--- config.mk ---
export PLATFORM = sky130hd
export DESIGN_NAME = bubble_sort_ctrl_flat
export DESIGN_NICKNAME = d
export VERILOG_FILES = /design/src/rtl/bubble_sort_pkg.sv /design/src/rtl/bubble_sort_ctrl_if.sv /design/src/rtl/bubble_sort_ctrl.sv /design/src/flat_wrapper.sv
export SDC_FILE = /design/constraint.sdc
export NUM_CORES = 1
export LEC_CHECK = 0
export ABC_AREA = 1
export BUFFER_PORTS_ARGS = -buffer_cell sky130_fd_sc_hd__clkbuf_2
export CAP_MARGIN = 15
export CORE_MARGIN = 1.5
export CORE_UTILIZATION = 58
export CTS_CLUSTER_SIZE = 40
export DETAILED_ROUTE_END_ITERATION = 8
export PLACE_DENSITY = 0.88
export SYNTH_ARGS = -nofsm -noshare
export SYNTH_HDL_FRONTEND = slang
export SYNTH_SLANG_ARGS = --single-unit
--- constraint.sdc ---
create_clock -name clk -period 4.1 [get_ports clk]
set_input_delay 1.025 -clock clk [delete_from_list [all_inputs] [get_ports clk]]
set_output_delay 1.025 -clock clk [all_outputs]
set_load 0.05 [all_outputs]
--- src/rtl/bubble_sort_pkg.sv ---
// rtl/bubble_sort_pkg.sv - shared state type and compare helper for the bubble sort controller
package bubble_sort_pkg;

  typedef enum logic [2:0] {
    IDLE,
    LOAD_A,
    LOAD_B,
    COMPARE,
    WRITE_A,
    WRITE_B,
    DONE
  } bs_state_t;

  // Operands are extended to this width by the caller (sign- or zero-extended)
  localparam int GT_WIDTH = 64;

  function automatic logic gt(input logic [GT_WIDTH-1:0] a,
                              input logic [GT_WIDTH-1:0] b,
                              input logic is_signed);
    if (is_signed) return $signed(a) > $signed(b);
    return a > b;
  endfunction

endpackage

--- src/rtl/bubble_sort_ctrl_if.sv ---
// rtl/bubble_sort_ctrl_if.sv - parent handshake and memory bus of the bubble sort controller
interface bubble_sort_ctrl_if #(
  parameter int ADDR_WIDTH = 10,
  parameter int DATA_WIDTH = 16,
  parameter int CNT_WIDTH  = 32
);
  logic                  start;
  logic [ADDR_WIDTH:0]   len;
  logic                  busy;
  logic                  done;
  logic [CNT_WIDTH-1:0]  swap_count;
  logic                  mem_read;
  logic                  mem_write;
  logic [ADDR_WIDTH-1:0] mem_addr;
  logic [DATA_WIDTH-1:0] mem_wdata;
  logic [DATA_WIDTH-1:0] mem_rdata;

  // Parent / memory side
  modport master (
    output start, len, mem_rdata,
    input  busy, done, swap_count, mem_read, mem_write, mem_addr, mem_wdata
  );

  // Controller side
  modport slave (
    input  start, len, mem_rdata,
    output busy, done, swap_count, mem_read, mem_write, mem_addr, mem_wdata
  );
endinterface

--- src/rtl/bubble_sort_ctrl.sv ---
// rtl/bubble_sort_ctrl.sv - in-place ascending bubble sort of one memory block with early exit
module bubble_sort_ctrl #(
  parameter int ADDR_WIDTH = 10,
  parameter int DATA_WIDTH = 16,
  parameter int DEPTH      = 1024,
  parameter int SIGNED     = 0,
  parameter int CNT_WIDTH  = 32
) (
  input logic clk,
  input logic rst,
  bubble_sort_ctrl_if.slave bus
);
  import bubble_sort_pkg::*;

  localparam int IW = ADDR_WIDTH + 1;
  localparam logic [IW-1:0] DEPTH_N = IW'(DEPTH);
  localparam logic [IW-1:0] ONE_N   = IW'(1);

  bs_state_t state, next_state;

  logic [IW-1:0]         i, limit, n, i_plus1;
  logic [DATA_WIDTH-1:0] reg_a, reg_b;
  logic                  swapped;
  logic [CNT_WIDTH-1:0]  swap_cnt;
  logic [GT_WIDTH-1:0]   a_ext, b_ext;
  logic                  a_gt_b, more_in_pass, finish_run, do_step;

  assign n       = (bus.len > DEPTH_N) ? DEPTH_N : bus.len;
  assign i_plus1 = i + ONE_N;

  assign a_ext  = (SIGNED != 0) ? GT_WIDTH'($signed(reg_a)) : GT_WIDTH'(reg_a);
  assign b_ext  = (SIGNED != 0) ? GT_WIDTH'($signed(reg_b)) : GT_WIDTH'(reg_b);
  assign a_gt_b = gt(a_ext, b_ext, SIGNED != 0);

  // Pass-step decision shared by COMPARE (no swap) and WRITE_B
  assign more_in_pass = i_plus1 < limit;
  assign finish_run   = !swapped || (limit == ONE_N);
  assign do_step      = ((state == COMPARE) && !a_gt_b) || (state == WRITE_B);

  assign bus.swap_count = swap_cnt;

  // State register
  always_ff @(posedge clk or posedge rst) begin
    if (rst) state <= IDLE;
    else     state <= next_state;
  end

  // Next-state and memory/handshake outputs decoded from the current state
  always_comb begin
    next_state    = state;
    bus.busy      = (state != IDLE);
    bus.done      = 1'b0;
    bus.mem_read  = 1'b0;
    bus.mem_write = 1'b0;
    bus.mem_addr  = '0;
    bus.mem_wdata = '0;
    case (state)
      IDLE: begin
        if (bus.start) next_state = (n <= ONE_N) ? DONE : LOAD_A;
      end
      LOAD_A: begin
        bus.mem_read = 1'b1;
        bus.mem_addr = i[ADDR_WIDTH-1:0];
        next_state   = LOAD_B;
      end
      LOAD_B: begin
        bus.mem_read = 1'b1;
        bus.mem_addr = i_plus1[ADDR_WIDTH-1:0];
        next_state   = COMPARE;
      end
      COMPARE: begin
        if (a_gt_b)                          next_state = WRITE_A;
        else if (!more_in_pass && finish_run) next_state = DONE;
        else                                 next_state = LOAD_A;
      end
      WRITE_A: begin
        bus.mem_write = 1'b1;
        bus.mem_addr  = i[ADDR_WIDTH-1:0];
        bus.mem_wdata = reg_b;
        next_state    = WRITE_B;
      end
      WRITE_B: begin
        bus.mem_write = 1'b1;
        bus.mem_addr  = i_plus1[ADDR_WIDTH-1:0];
        bus.mem_wdata = reg_a;
        next_state    = (!more_in_pass && finish_run) ? DONE : LOAD_A;
      end
      DONE: begin
        bus.done   = 1'b1;
        next_state = IDLE;
      end
      default: next_state = IDLE;
    endcase
  end

  // Datapath: pass index, pass limit, operand latches, swap tracking
  always_ff @(posedge clk or posedge rst) begin
    if (rst) begin
      i        <= '0;
      limit    <= '0;
      reg_a    <= '0;
      reg_b    <= '0;
      swapped  <= 1'b0;
      swap_cnt <= '0;
    end else begin
      if (state == IDLE && bus.start) begin
        swap_cnt <= '0;
        i        <= '0;
        limit    <= (n > ONE_N) ? n - ONE_N : '0;
        swapped  <= 1'b0;
      end
      if (state == LOAD_A) reg_a <= bus.mem_rdata;
      if (state == LOAD_B) reg_b <= bus.mem_rdata;
      if (state == COMPARE && a_gt_b) swapped <= 1'b1;
      if (state == WRITE_B && swap_cnt != '1) swap_cnt <= swap_cnt + 1'b1;
      if (do_step) begin
        if (more_in_pass) begin
          i <= i_plus1;
        end else if (!finish_run) begin
          limit   <= limit - ONE_N;
          i       <= '0;
          swapped <= 1'b0;
        end
      end
    end
  end

endmodule
--- src/flat_wrapper.sv ---
// flat-port wrapper written by rule: the top's interface ports become plain ports
module bubble_sort_ctrl_flat import bubble_sort_pkg::*;
#(
  parameter int ADDR_WIDTH = 10,
  parameter int DATA_WIDTH = 16,
  parameter int DEPTH      = 1024,
  parameter int SIGNED     = 0,
  parameter int CNT_WIDTH  = 32
)
  (clk, rst, bus_start, bus_len, bus_mem_rdata, bus_busy, bus_done, bus_swap_count, bus_mem_read, bus_mem_write, bus_mem_addr, bus_mem_wdata);
  bubble_sort_ctrl_if #(.ADDR_WIDTH(ADDR_WIDTH), .DATA_WIDTH(DATA_WIDTH), .CNT_WIDTH(CNT_WIDTH)) bus_i ();
  input logic clk;
  input logic rst;
  input wire logic [$bits(bus_i.start)-1:0] bus_start;
  input wire logic [$bits(bus_i.len)-1:0] bus_len;
  input wire logic [$bits(bus_i.mem_rdata)-1:0] bus_mem_rdata;
  output wire logic [$bits(bus_i.busy)-1:0] bus_busy;
  output wire logic [$bits(bus_i.done)-1:0] bus_done;
  output wire logic [$bits(bus_i.swap_count)-1:0] bus_swap_count;
  output wire logic [$bits(bus_i.mem_read)-1:0] bus_mem_read;
  output wire logic [$bits(bus_i.mem_write)-1:0] bus_mem_write;
  output wire logic [$bits(bus_i.mem_addr)-1:0] bus_mem_addr;
  output wire logic [$bits(bus_i.mem_wdata)-1:0] bus_mem_wdata;
  assign bus_i.start = bus_start;
  assign bus_i.len = bus_len;
  assign bus_i.mem_rdata = bus_mem_rdata;
  assign bus_busy = bus_i.busy;
  assign bus_done = bus_i.done;
  assign bus_swap_count = bus_i.swap_count;
  assign bus_mem_read = bus_i.mem_read;
  assign bus_mem_write = bus_i.mem_write;
  assign bus_mem_addr = bus_i.mem_addr;
  assign bus_mem_wdata = bus_i.mem_wdata;
  bubble_sort_ctrl #(.ADDR_WIDTH(ADDR_WIDTH), .DATA_WIDTH(DATA_WIDTH), .DEPTH(DEPTH), .SIGNED(SIGNED), .CNT_WIDTH(CNT_WIDTH)) u_core (.clk(clk), .rst(rst), .bus(bus_i));
endmodule
# --- Word level (Yosys, flattened, before mapping) ---
# Cells that the tools add are included.
totals:
  reg_bits: 90
classes:
  order_cmp: 5
  n_mux: 27
  add_sub_neg: 4
  n_reduce_logical: 17
  n_eq_ne: 9
op_table:
  columns: ["cell", "count"]
  rows:
  - ["11-bit 2-to-1 mux", 10]
  - ["32-bit 2-to-1 mux", 2]
  - ["32-bit by 1-bit adder with 32-bit output, second input constant", 1]
  - ["32-bit inequality test, second input constant", 1]
  - ["16-bit one-hot mux with 2 select lines", 1]
  - ["11-bit by 1-bit subtractor with 11-bit output, second input constant", 2]
  - ["10-bit one-hot mux with 2 select lines", 1]
  - ["3-bit one-hot mux with 6 select lines", 1]
  - ["16-bit > comparator", 1]
  - ["3-bit 2-to-1 mux", 4]
  - ["11-bit by 1-bit adder with 11-bit output, second input constant", 1]
  - ["11-bit by 1-bit equality test with 1-bit output, second input constant", 1]
  - ["11-bit by 1-bit > comparator with 1-bit output, second input constant", 1]
  - ["11-bit > comparator, second input constant", 1]
  - ["11-bit by 1-bit less-or-equal comparator with 1-bit output, second input constant", 1]
  - ["11-bit < comparator", 1]
  - ["3-bit equality test, second input constant", 3]
  - ["1-bit 2-to-1 mux", 8]
  - ["2-bit OR reduction", 4]
  - ["3-bit by 2-bit equality test with 1-bit output, second input constant", 2]
  - ["1-bit logical AND", 5]
  - ["3-bit by 1-bit equality test with 1-bit output, second input constant", 1]
  - ["1-bit logical NOT", 3]
  - ["3-bit logical NOT", 1]
  - ["other kinds (4)", 5]

# --- Depth between registers and ports, before layout ---
# Gate-level depths: netlist of the first run.
logic_depth:
  word_depth: 8
  mapped_depth: 20
  depth_no_buf: 19

# --- Worst setup path before layout of the first run ---
# OpenSTA, ideal clock, no wires.
synth_path:
  path_kind: "reg2out"
  startpoint: "register u_core.state[2]"
  endpoint: "output bus_mem_wdata[14]"
  arrival_ps: 2898
  required_time_ps: 3075
  path_stages_with_launch: 8
  path_buffers: 1
  setup_slack_ps: 177
  path_cell_list: "dfrtp_1 inv_1 nor2_1 inv_1 nor2_1 inv_1 buf_2 o21ai_0"
synth_via:
  elab_chain_cells: 2
synth_rtl:
  columns: ["item", "line_no", "text"]
  rows:
  - ["start, declared", "bubble_sort_ctrl.sv:19", "bs_state_t state, next_state;"]
  - ["start signal, assigned", "bubble_sort_ctrl.sv:45", "else state <= next_state;"]
  - ["3-bit equality test", "bubble_sort_ctrl.sv:57", "case (state)"]
  - ["16-bit one-hot mux with 2 select lines (*)", "bubble_sort_ctrl.sv:57", null]
  - ["end, declared", "flat_wrapper.sv:23", "output wire logic [$bits(bus_i.mem_wdata)-1:0] bus_mem_wdata;"]
# Mark *: on every way between the ends. The rest lies on a longest branch, timed or not.

# --- Worst setup path after layout of the first run ---
layout_path:
  startpoint: "register u_core.state[1]"
  endpoint: "output bus_mem_addr[0]"
layout_via:
  elab_chain_cells: 3
layout_rtl:
  columns: ["item", "line_no", "text"]
  rows:
  - ["3-bit by 2-bit equality test with 1-bit output, or another cell as far along", "bubble_sort_ctrl.sv:57", null]
  - ["2-bit OR reduction (no line)", null, null]
  - ["10-bit one-hot mux with 2 select lines (*)", "bubble_sort_ctrl.sv:57", null]
  - ["end, declared", "flat_wrapper.sv:22", "output wire logic [$bits(bus_i.mem_addr)-1:0] bus_mem_addr;"]
# Marked as above.

==> flow_metrics.py, run 1 <==
metrics = {
    "timing": {
        "finalClockSkew_ns": 0.0119,
        "hold_viol": 0,
        "hold-worst-slack_ns": 0.510,
        "setup_tns_ns": 0,
        "slew_headroom_pct": 37.7,
        "setup_viol": 0,
        "period_minus_slack_ns": 3.47,
        "worst_pin_slew_ns": 0.934,
        "rsz0062_at_grt": "false",
        "fmax_mhz": 288,
        "final.period_utilization_pct": 84.7,
        "finalMaxSlewViolations": 0,
    },
    "route": {
        "drc": 0,
        "vias": 5626,
        "ant_nets": 0,
        "wirelength_um": 14000,
        "dr.pass1.iters": 5,
        "first_iter_violations": 421,
        "via_per_inst": 5.38,
        "wire_per_inst_um": 13.4,
    },
    "die": {
        "fp.dieH_um": 105,
        "rows": 37,
        "die_x_um": 105,
        "coreArea_sq_um": 10300,
        "start_util_pct": 59.3,
        "boundaryPins": 92,
        "dieArea_sq_um": 11100,
    },
    "synth": {
        "syn_avg_cell_area_sq_um": 7.46,
        "yosys.area_share.simple_pct": 29.8,
        "synth_area_leaders": "dfrtp_1 (37%), nand2_1 (13%), ha_1 (6.6%), inv_1 (6.5%), nor2_1 (5.7%)",
        "synth_seq_cells": 90,
        "synth_cells": 817,
        "yosysTopAreaCellShare_pct": 37.0,
        "synth_top_family_by_area": "simple AND/OR/NAND/NOR gates",
        "synth-async-reset-ratio_pct": 100,
        "yosysUniqueCellTypes": 46,
        "synth_area_sq_um": 6090,
        "ys_warn_count": 0,
        "synth-main-ff-cell": "dfrtp_1",
        "synth_edf_count": 0,
        "synth_xor_area_share_pct": 4.03,
        "yosys-top-cells-count": "nand2_1 (209), inv_1 (105), nor2_1 (93)",
        "ys_seq_area_share_pct": 37.0,
        "synth_fa_ha_area_share_pct": 6.57,
        "synth_compound_area_share_pct": 13.7,
        "synth_top_area_cell": "dfrtp_1",
        "synth_nets": 879,
        "muxShareOfSynthArea_pct": 0.164,
        "yosysMostFrequentCell": "nand2_1",
    },
    "clock_network": {
        "clk_path_buf_depth": 2,
        "clk_pin_slew_ns": 0.10,
        "cts_tree": "done",
        "cts_resized": 0,
        "cts_sinks": 90,
        "cts_hold_buffers": 0,
        "numCtsBuffers": 9,
        "cts-root-buf": "clkbuf_8",
        "clock_latency_ns": 0.37,
        "cts_setup_buffers": 0,
        "h-tree-depth": 3,
    },
    "global_route": {
        "antenna_found_initial": 0,
        "overflow": 0,
        "grt_max_degree": 55,
        "grt_first_pass_wirelength_um": 23400,
        "grt_use_total_pct": 25.8,
        "grt_pass1_vias": 5152,
    },
    "critical_path": {
        "crit_fanout": 11,
        "endpoint_kind": "output pin",
        "crit_type": "flop to output pin",
        "crit_path_start_kind": "flop",
        "worstPathRequired_ns": 3.07,
        "arrival_ns": 2.45,
    },
    "finish": {
        "fin_nets": 966,
        "area_growth_pct": 12.2,
        "final_area_sq_um": 6840,
        "fillers": 897,
        "diodes": 0,
        "multi_input_area_sq_um": 3310,
        "instances_no_fill": 1045,
        "seq_area_sq_um": 2250,
        "drive_gt1_share_pct": 19.9,
    },
    "min_path": {
        "hp-class": "flop to flop",
    },
    "place": {
        "gp_congestion": 0.882,
        "io_buffers": 91,
        "place_hpwl_um": 10400,
        "placed_area_sq_um": 6650,
        "dpl.cell_count": 1029,
    },
    "flow_run": {
        "maxCapViolations": 0,
    },
    "run_status": {
        "outcome": "complete, no violations",
    },
    "power_and_ir_drop": {
        "p_per_area_nw_per_um2": 569,
        "p_leak_nw": 3.58,
        "vdd.ir_drop.worst_mv": 0.554,
    },
}
-- worst max-delay path: stages, from the launching register on --
cell and delay, ns:
dfrtp_1 0.42, inv_1 0.08, nand2_1 0.07, nor2_2 0.46, nor2_1 0.35, o21ai_0 0.36, clkbuf_2 0.34
-- registers in the layout, summed over array words and instances (netlist names) --
| signal | cells |
|---|---|
| u_core.state | 3 |
| u_core.reg_b | 16 |
| u_core.reg_a | 16 |
| u_core.swapped | 1 |
| u_core.limit | 11 |
| u_core.bus.swap_count | 32 |
| u_core.i | 11 |
-- area by class of cell --
type / count / area share (%)
Clock buffer: 10 / 2.01
Clock inverter: 6 / 0.695
Inverter: 112 / 6.20
Multi-Input combinational cell: 596 / 48.4
Sequential cell: 90 / 32.9
Tap cell: 136 / 2.49
Timing Repair Buffer: 95 / 7.28
-- logic make-up after synthesis --
group,after synthesis
multiplexers,1
adder cells (fa/ha/maj),32
AND/OR/NAND/NOR,398
flip-flops,90
XOR/XNOR,28
AO/OA/AOI/OAI,137
buffers and inverters,131
-- power by group --
| part | switching [W] | internal, W | total (W) |
|---|---|---|---|
| Sequential | 0.000158 | 0.00113 | 0.00129 |
| Combinational | 0.00142 | 0.000594 | 0.00201 |
| Clock | 0.000344 | 0.000244 | 0.000588 |
-- layer usage --
metal	track usage (%)	wire [um]	part of all wire [%]
met1	34.2	6270	45
met2	43.6	6740	48
met3	4.02	733	5.3
met4	8.02	214	1.5
met5	0	0	0
-- metrics by stage --
stage	total power, W	setup slack [ns]	utilization, %
floorplan	0.00284	0.177	-
CTS	0.00388	0.654	66.5
global route	0.00422	0.271	66.5
detailed placement	0.00329	0.809	64.7
finish	0.00389	0.626	66.5
global placement	0.00323	0.946	64.7
-- layout by cell type (no fill, tap or decap), types with 3 or more instances in the layout --
master    netlist  routed
o211ai_1        3       3
o21ai_1         7       7
nand4_1        13      13
o22ai_1        20      20
nor3_1          7       7
nand3b_1        3       3
nand3_1        29      29
o21ai_0        59      59
xnor2_1         7       7
ha_1           32      32
inv_1         105     104
nor4_1          4       4
inv_2           6       6
clkbuf_2        0      91
dfrtp_1        90      90
nor2_2         10      11
nor2_4          5       5
nand2_2         8       8
xor2_1         21      21
inv_6           0       3
o21ai_2        19      19
clkbuf_8        0      10
a21oi_1        20      20
nand3_2         4       4
nor2_1         93      92
buf_4           3       3
nor3_2          3       3
nand2_1       209     209
-- worst paths after layout --
path | start | end | slack (ns) | cells after the start
hold reg to reg | u_core.reg_a[14] | u_core.reg_a[14] | 0.51 | 2
max in group asynchronous | rst | u_core.limit[4] | 2.59 | 3
setup / recovery | u_core.state[1] | bus_mem_addr[0] | 0.63 | 6
hold / removal | u_core.reg_a[14] | u_core.reg_a[14] | 0.51 | 2
min in group asynchronous | rst | u_core.reg_b[7] | 0.81 | 2
setup reg to reg | u_core.i[0] | u_core.limit[4] | 0.74 | 19
Note: power is estimated with default switching activity, not from simulation.
==> inputs of run 2 (changes only) <==
clock period = 3.6 ns   (was 4.1 ns; I/O delays follow)
==> flow_metrics.py, run 2 (synthesized netlist as in run 1, its figures left out) <==
metrics = {
    "route": {
        "dr.pass1.iters": 5,
        "drt-met1-wl_um": 6320,
        "first_iter_violations": 442,
        "drc": 0,
        "highest_layer": "met4",
        "via_per_inst": 5.43,
        "ant_nets": 0,
        "met3_length_um": 690,
        "wire_per_inst_um": 13.6,
        "wl_met2_um": 6840,
        "vias": 5695,
        "wirelength_um": 14200,
    },
    "timing": {
        "finalClockSkew_ns": 0.0208,
        "finalMaxSlewViolations": 0,
        "setup_ws_ns": 0.365,
        "setup_viol": 0,
        "hold_viol": 0,
        "fmax_mhz": 309,
        "final.period_utilization_pct": 89.9,
        "period_minus_slack_ns": 3.24,
        "rsz0062_at_grt": "false",
        "slew_headroom_pct": 51.2,
        "worst_pin_slew_ns": 0.729,
    },
    "critical_path": {
        "worstPathRequired_ns": 3.86,
        "crit_type": "flop to flop",
        "endpoint_kind": "flop",
        "arrival_ns": 3.50,
        "rrSetupSlack_ns": 0.36,
        "crit_path_start_kind": "flop",
        "r2r_cells": 18,
        "r2r-end": "u_core.limit[8]",
        "crit_fanout": 21,
        "reg2reg_from": "u_core.i[0]",
    },
    "clock_network": {
        "cts_hold_buffers": 0,
        "numCtsBuffers": 9,
        "cts_tree": "done",
        "h-tree-depth": 3,
        "clk_path_buf_depth": 2,
        "clk_pin_slew_ns": 0.09,
        "cts_sinks": 90,
        "cts-root-buf": "clkbuf_8",
        "clock_latency_ns": 0.38,
    },
    "min_path": {
        "hold_depth": 1,
        "min_from": "u_core.bus.swap_count[26]",
        "hp-class": "flop to flop",
        "hold_end": "u_core.bus.swap_count[26]",
    },
    "place": {
        "gp_congestion": 0.855,
        "io_buffers": 91,
        "place_hpwl_um": 10300,
        "dpl.cell_count": 1031,
        "post-place-ws_ns": 0.251,
    },
    "die": {
        "dieArea_sq_um": 11100,
        "fp.dieH_um": 105,
        "die_x_um": 105,
        "boundaryPins": 92,
        "rows": 37,
        "coreArea_sq_um": 10300,
        "start_util_pct": 59.3,
    },
    "global_route": {
        "overflow": 0,
        "antenna_found_initial": 0,
        "grt_use_total_pct": 26.6,
        "grt_first_pass_wirelength_um": 23800,
        "grt_max_degree": 52,
        "grt_pass1_vias": 5170,
    },
    "finish": {
        "fillers": 894,
        "final_cell_mix": "nand2_1 (208), inv_1 (103), nor2_1 (91), clkbuf_2 (91), dfrtp_1 (90)",
        "largest_reg_flops": 32,
        "fin_nets": 969,
        "instances_no_fill": 1048,
        "area_growth_pct": 12.8,
        "drive_gt1_share_pct": 20.5,
        "diodes": 0,
        "final_common_cell": "nand2_1",
    },
    "power_and_ir_drop": {
        "p_leak_nw": 3.59,
        "p_per_area_nw_per_um2": 651,
        "vdd.ir_drop.worst_mv": 0.703,
    },
    "run_status": {
        "outcome": "complete, no violations",
    },
    "flow_run": {
        "maxCapViolations": 0,
    },
}
run 2: cell types whose count changed in the layout (fill, tap and decap cells not counted), sizes merged:
cell / delta
clkinv: +1
clkinvlp: +1
buf: +3
inv: -2
run 2: area by class of cell:
type	instances	area, sq um	area share (%)
Multi-Input combinational cell	596	3310	48.2
Sequential cell	90	2250	32.8
Timing Repair Buffer	98	520	7.58
Inverter	112	428	6.23
Tap cell	136	170	2.48
Clock buffer	10	138	2.00
Clock inverter	6	50.0	0.728
run 2: layer usage:
layer,track usage (%),up-vias
li1,-,2828
met1,34.8,2639
met2,44.9,195
met3,3.96,33
met4,9.59,0
met5,0,-
run 2: worst max path at each step:
stage,endpoint,depth (start not counted),slack [ns],startpoint
floorplan,bus_mem_wdata[10],6,-0.03,u_core.state[2]
global placement,u_core.limit[8],18,0.44,u_core.i[0]
finish,u_core.limit[8],18,0.36,u_core.i[0]
CTS,u_core.limit[8],18,0.20,u_core.i[0]
detailed placement,u_core.limit[8],18,0.25,u_core.i[0]
global route,u_core.limit[4],19,0.02,u_core.i[0]
run 2: through the flow:
step	utilization, %	cell area, sq um	hold WS [ns]	power (W)	TNS (ns)
floorplan	-	6090	0.468	0.00324	-0.153
global placement	64.9	6670	0.483	0.00370	0
detailed placement	64.9	6670	0.493	0.00377	0
CTS	66.7	6850	0.514	0.00446	0
global route	66.8	6870	0.536	0.00485	0
finish	66.8	6870	0.515	0.00447	0
run 2: what timing repair did:
action	4_1_cts	5_1_grt
resized for setup	0	3
setup buffers	0	1
endpoints found under the setup margin	0	14
run 2: worst max-delay path: stages (launching register included):
cell     delay [ns]
dfrtp_1        0.43
ha_1           0.21
nand3_1        0.12
nor3_1         0.27
nand3_1        0.18
nor2_1         0.12
nand2_1        0.07
xor2_1         0.13
inv_1          0.07
ha_1           0.29
nand2_1        0.09
nor3_1         0.19
nand4_1        0.11
nand3_1        0.14
nand2_1        0.06
inv_1          0.10
nand2_2        0.24
a21oi_1        0.21
nor2_1         0.07
run 2: report_power, final:
group / leakage (nW) / switching [W] / total, W / internal (W)
Sequential: 1.18 / 0.000186 / 0.00148 / 0.00129
Combinational: 2.32 / 0.00163 / 0.00233 / 0.000693
Clock: 0.0948 / 0.000394 / 0.000673 / 0.000278
Total: 3.59 / 0.00221 / 0.00447 / 0.00226
==> inputs of run 3 (changes only) <==
ABC_AREA = not set   (was 1)
==> flow_metrics.py, run 3 <==
metrics = {
    "synth": {
        "synth_seq_cells": 90,
        "synth_cells": 684,
        "ys_warn_count": 0,
        "synth_area_leaders": "dfrtp_1 (37%), ha_1 (6.7%), nand2_1 (5.9%), mux2i_1 (5.3%), o21ai_0 (4.4%)",
        "synth_top_area_cell": "dfrtp_1",
        "synth-main-ff-cell": "dfrtp_1",
        "synth_edf_count": 0,
        "yosysTopAreaCellShare_pct": 37.5,
        "syn_avg_cell_area_sq_um": 8.79,
        "yosysMostFrequentCell": "nand2_1",
        "synth_area_sq_um": 6010,
        "ys_seq_area_share_pct": 37.5,
        "yosys-top-cells-count": "nand2_1 (95), dfrtp_1 (90), nor2_1 (53), o21ai_0 (53), inv_1 (43)",
        "synth-async-reset-ratio_pct": 100,
        "yosysUniqueCellTypes": 69,
        "synth_nets": 746,
    },
    "finish": {
        "final_cell_mix": "nand2_1 (95), clkbuf_2 (91), dfrtp_1 (88)",
        "fin_nets": 840,
        "diodes": 0,
        "instances_no_fill": 916,
        "final_common_cell": "nand2_1",
        "drive_gt1_share_pct": 23.2,
        "area_growth_pct": 16.1,
        "largest_reg_flops": 32,
    },
    "route": {
        "ant_nets": 0,
        "via_per_inst": 6.18,
        "drt-met1-wl_um": 6550,
        "met3_length_um": 1050,
        "first_iter_violations": 433,
        "drc": 0,
        "wire_per_inst_um": 17.4,
        "dr.pass1.iters": 5,
        "wl_met2_um": 8140,
        "highest_layer": "met4",
        "vias": 5664,
        "wirelength_um": 16000,
    },
    "power_and_ir_drop": {
        "power_frac_seq_pct": 33.2,
        "p_comb_share_pct": 52.5,
        "p_leak_nw": 3.38,
        "vdd.ir_drop.worst_mv": 0.803,
        "p_clk_share_pct": 14.3,
        "intPower_w": 0.00261,
        "switchingPower_w": 0.00246,
        "p_per_area_nw_per_um2": 726,
        "swShare_pct": 48.6,
    },
    "timing": {
        "finalClockSkew_ns": 0.0110,
        "fmax_mhz": 285,
        "hold_viol": 0,
        "period_minus_slack_ns": 3.51,
        "final.period_utilization_pct": 97.5,
        "slew_headroom_pct": 48.1,
        "setup_viol": 0,
        "finalMaxSlewViolations": 0,
        "worst_pin_slew_ns": 0.777,
        "setup_ws_ns": 0.0902,
    },
    "critical_path": {
        "crit_type": "flop to flop",
        "reg2reg_from": "u_core.i[1]",
        "endpoint_kind": "flop",
        "startpoint": "u_core.i[1]",
        "rrSetupSlack_ns": 0.09,
        "crit_path_start_kind": "flop",
        "arrival_ns": 3.81,
        "r2r-end": "u_core.i[10]",
        "r2r_cells": 13,
        "crit_fanout": 5,
        "endpoint": "u_core.i[10]",
        "worstPathRequired_ns": 3.90,
    },
    "flow_run": {
        "maxCapViolations": 0,
    },
    "clock_network": {
        "clk_pin_slew_ns": 0.10,
        "cts_sinks": 90,
        "cts_tree": "done",
        "numCtsBuffers": 9,
        "cts-root-buf": "clkbuf_8",
        "h-tree-depth": 3,
        "clock_latency_ns": 0.36,
        "clk_path_buf_depth": 2,
    },
    "place": {
        "gp_congestion": 0.907,
        "place_hpwl_um": 11200,
        "dpl.cell_count": 895,
        "io_buffers": 91,
        "post-place-ws_ns": 0.00253,
    },
    "die": {
        "coreArea_sq_um": 9910,
        "dieArea_sq_um": 11000,
        "fp.dieH_um": 105,
        "die_x_um": 105,
        "start_util_pct": 60.7,
        "rows": 36,
        "boundaryPins": 92,
    },
    "global_route": {
        "grt_max_degree": 49,
        "grt_pass1_vias": 5458,
        "antenna_found_initial": 0,
        "grt_first_pass_wirelength_um": 25800,
        "grt_use_total_pct": 28.8,
        "overflow": 0,
    },
    "min_path": {
        "min_from": "u_core.bus.swap_count[10]",
        "hp-class": "flop to flop",
    },
    "run_status": {
        "outcome": "complete, no violations",
    },
}
-- run 3: worst min-delay path by stage --
| stage | to | cells past startpoint |
|---|---|---|
| after detailed placement | u_core.bus.swap_count[16] | 1 |
| after floorplan | u_core.reg_b[0] | 2 |
| after CTS | u_core.bus.swap_count[16] | 1 |
| after global routing | u_core.bus.swap_count[10] | 1 |
| final | u_core.bus.swap_count[10] | 1 |
| after global placement | u_core.bus.swap_count[30] | 1 |
-- run 3: power by group through the flow --
stage	registers [W]	clock network (W)	logic [W]
detailed placement	0.00169	0	0.00252
finish	0.00168	0.000727	0.00266
floorplan	0.00163	0	0.00190
global route	0.00173	0.000776	0.00289
CTS	0.00167	0.000739	0.00255
global placement	0.00166	0	0.00241
-- run 3: per-stage QoR --
step	hold slack, ns	cell area (sq um)	util (%)	setup TNS [ns]	power (W)
2_1_floorplan	0.472	6010	-	0	0.00354
3_3_place_gp	0.483	6660	67.2	0	0.00407
3_5_place_dp	0.496	6660	67.2	0	0.00421
4_1_cts	0.510	6870	69.4	0	0.00496
5_1_grt	0.533	6980	70.4	-0.422	0.00540
6_report	0.505	6980	70.4	0	0.00507
-- run 3: layer usage --
metal,up-vias,track usage [%]
li1,2656,-
met2,250,49.2
met1,2724,37.4
met5,-,0
met3,34,5.18
met4,0,8.12
-- run 3: kinds of logic (layout without fill, tap and decap cells) --
kind of cell,count (synthesis),after routing,share of synthesized area (%)
AOI/OAI and AO/OA,157,157,17.2
muxes,53,53,9.26
buffers and inverters,75,174,5.00
xor gates and xnor gates,15,15,2.19
adders and majority gates,32,32,6.66
DFF,90,90,37.5
and+or+nand+nor,262,262,22.2
-- run 3: what timing repair did --
item,in CTS,in global routing
pin swaps,0,4
hold buffers,0,0
gates cloned,0,2
setup endpoints to repair,3,22
buffers inserted,0,3
resized for setup,1,12
-- run 3: critical path: stages, from the launching register on --
cell and delay, ns:
dfrtp_2 0.41, ha_2 0.22, and3_4 0.21, nand3_1 0.12, and2_4 0.19, or2_2 0.30
ha_1 0.33, nand4_1 0.17, o41ai_4 0.49, buf_4 0.19, o21bai_4 0.07, a21oi_1 0.24
clkdlybuf4s15_2 0.33, a22o_1 0.16
-- run 3: area by class of cell --
cell class	count	area (sq um)
Inverter	45	170
Tap cell	133	166
Sequential cell	90	2250
Fill cell	738	2930
Clock buffer	10	128
Timing Repair Buffer	113	667
Multi-Input combinational cell	519	3520
Clock inverter	6	72.6
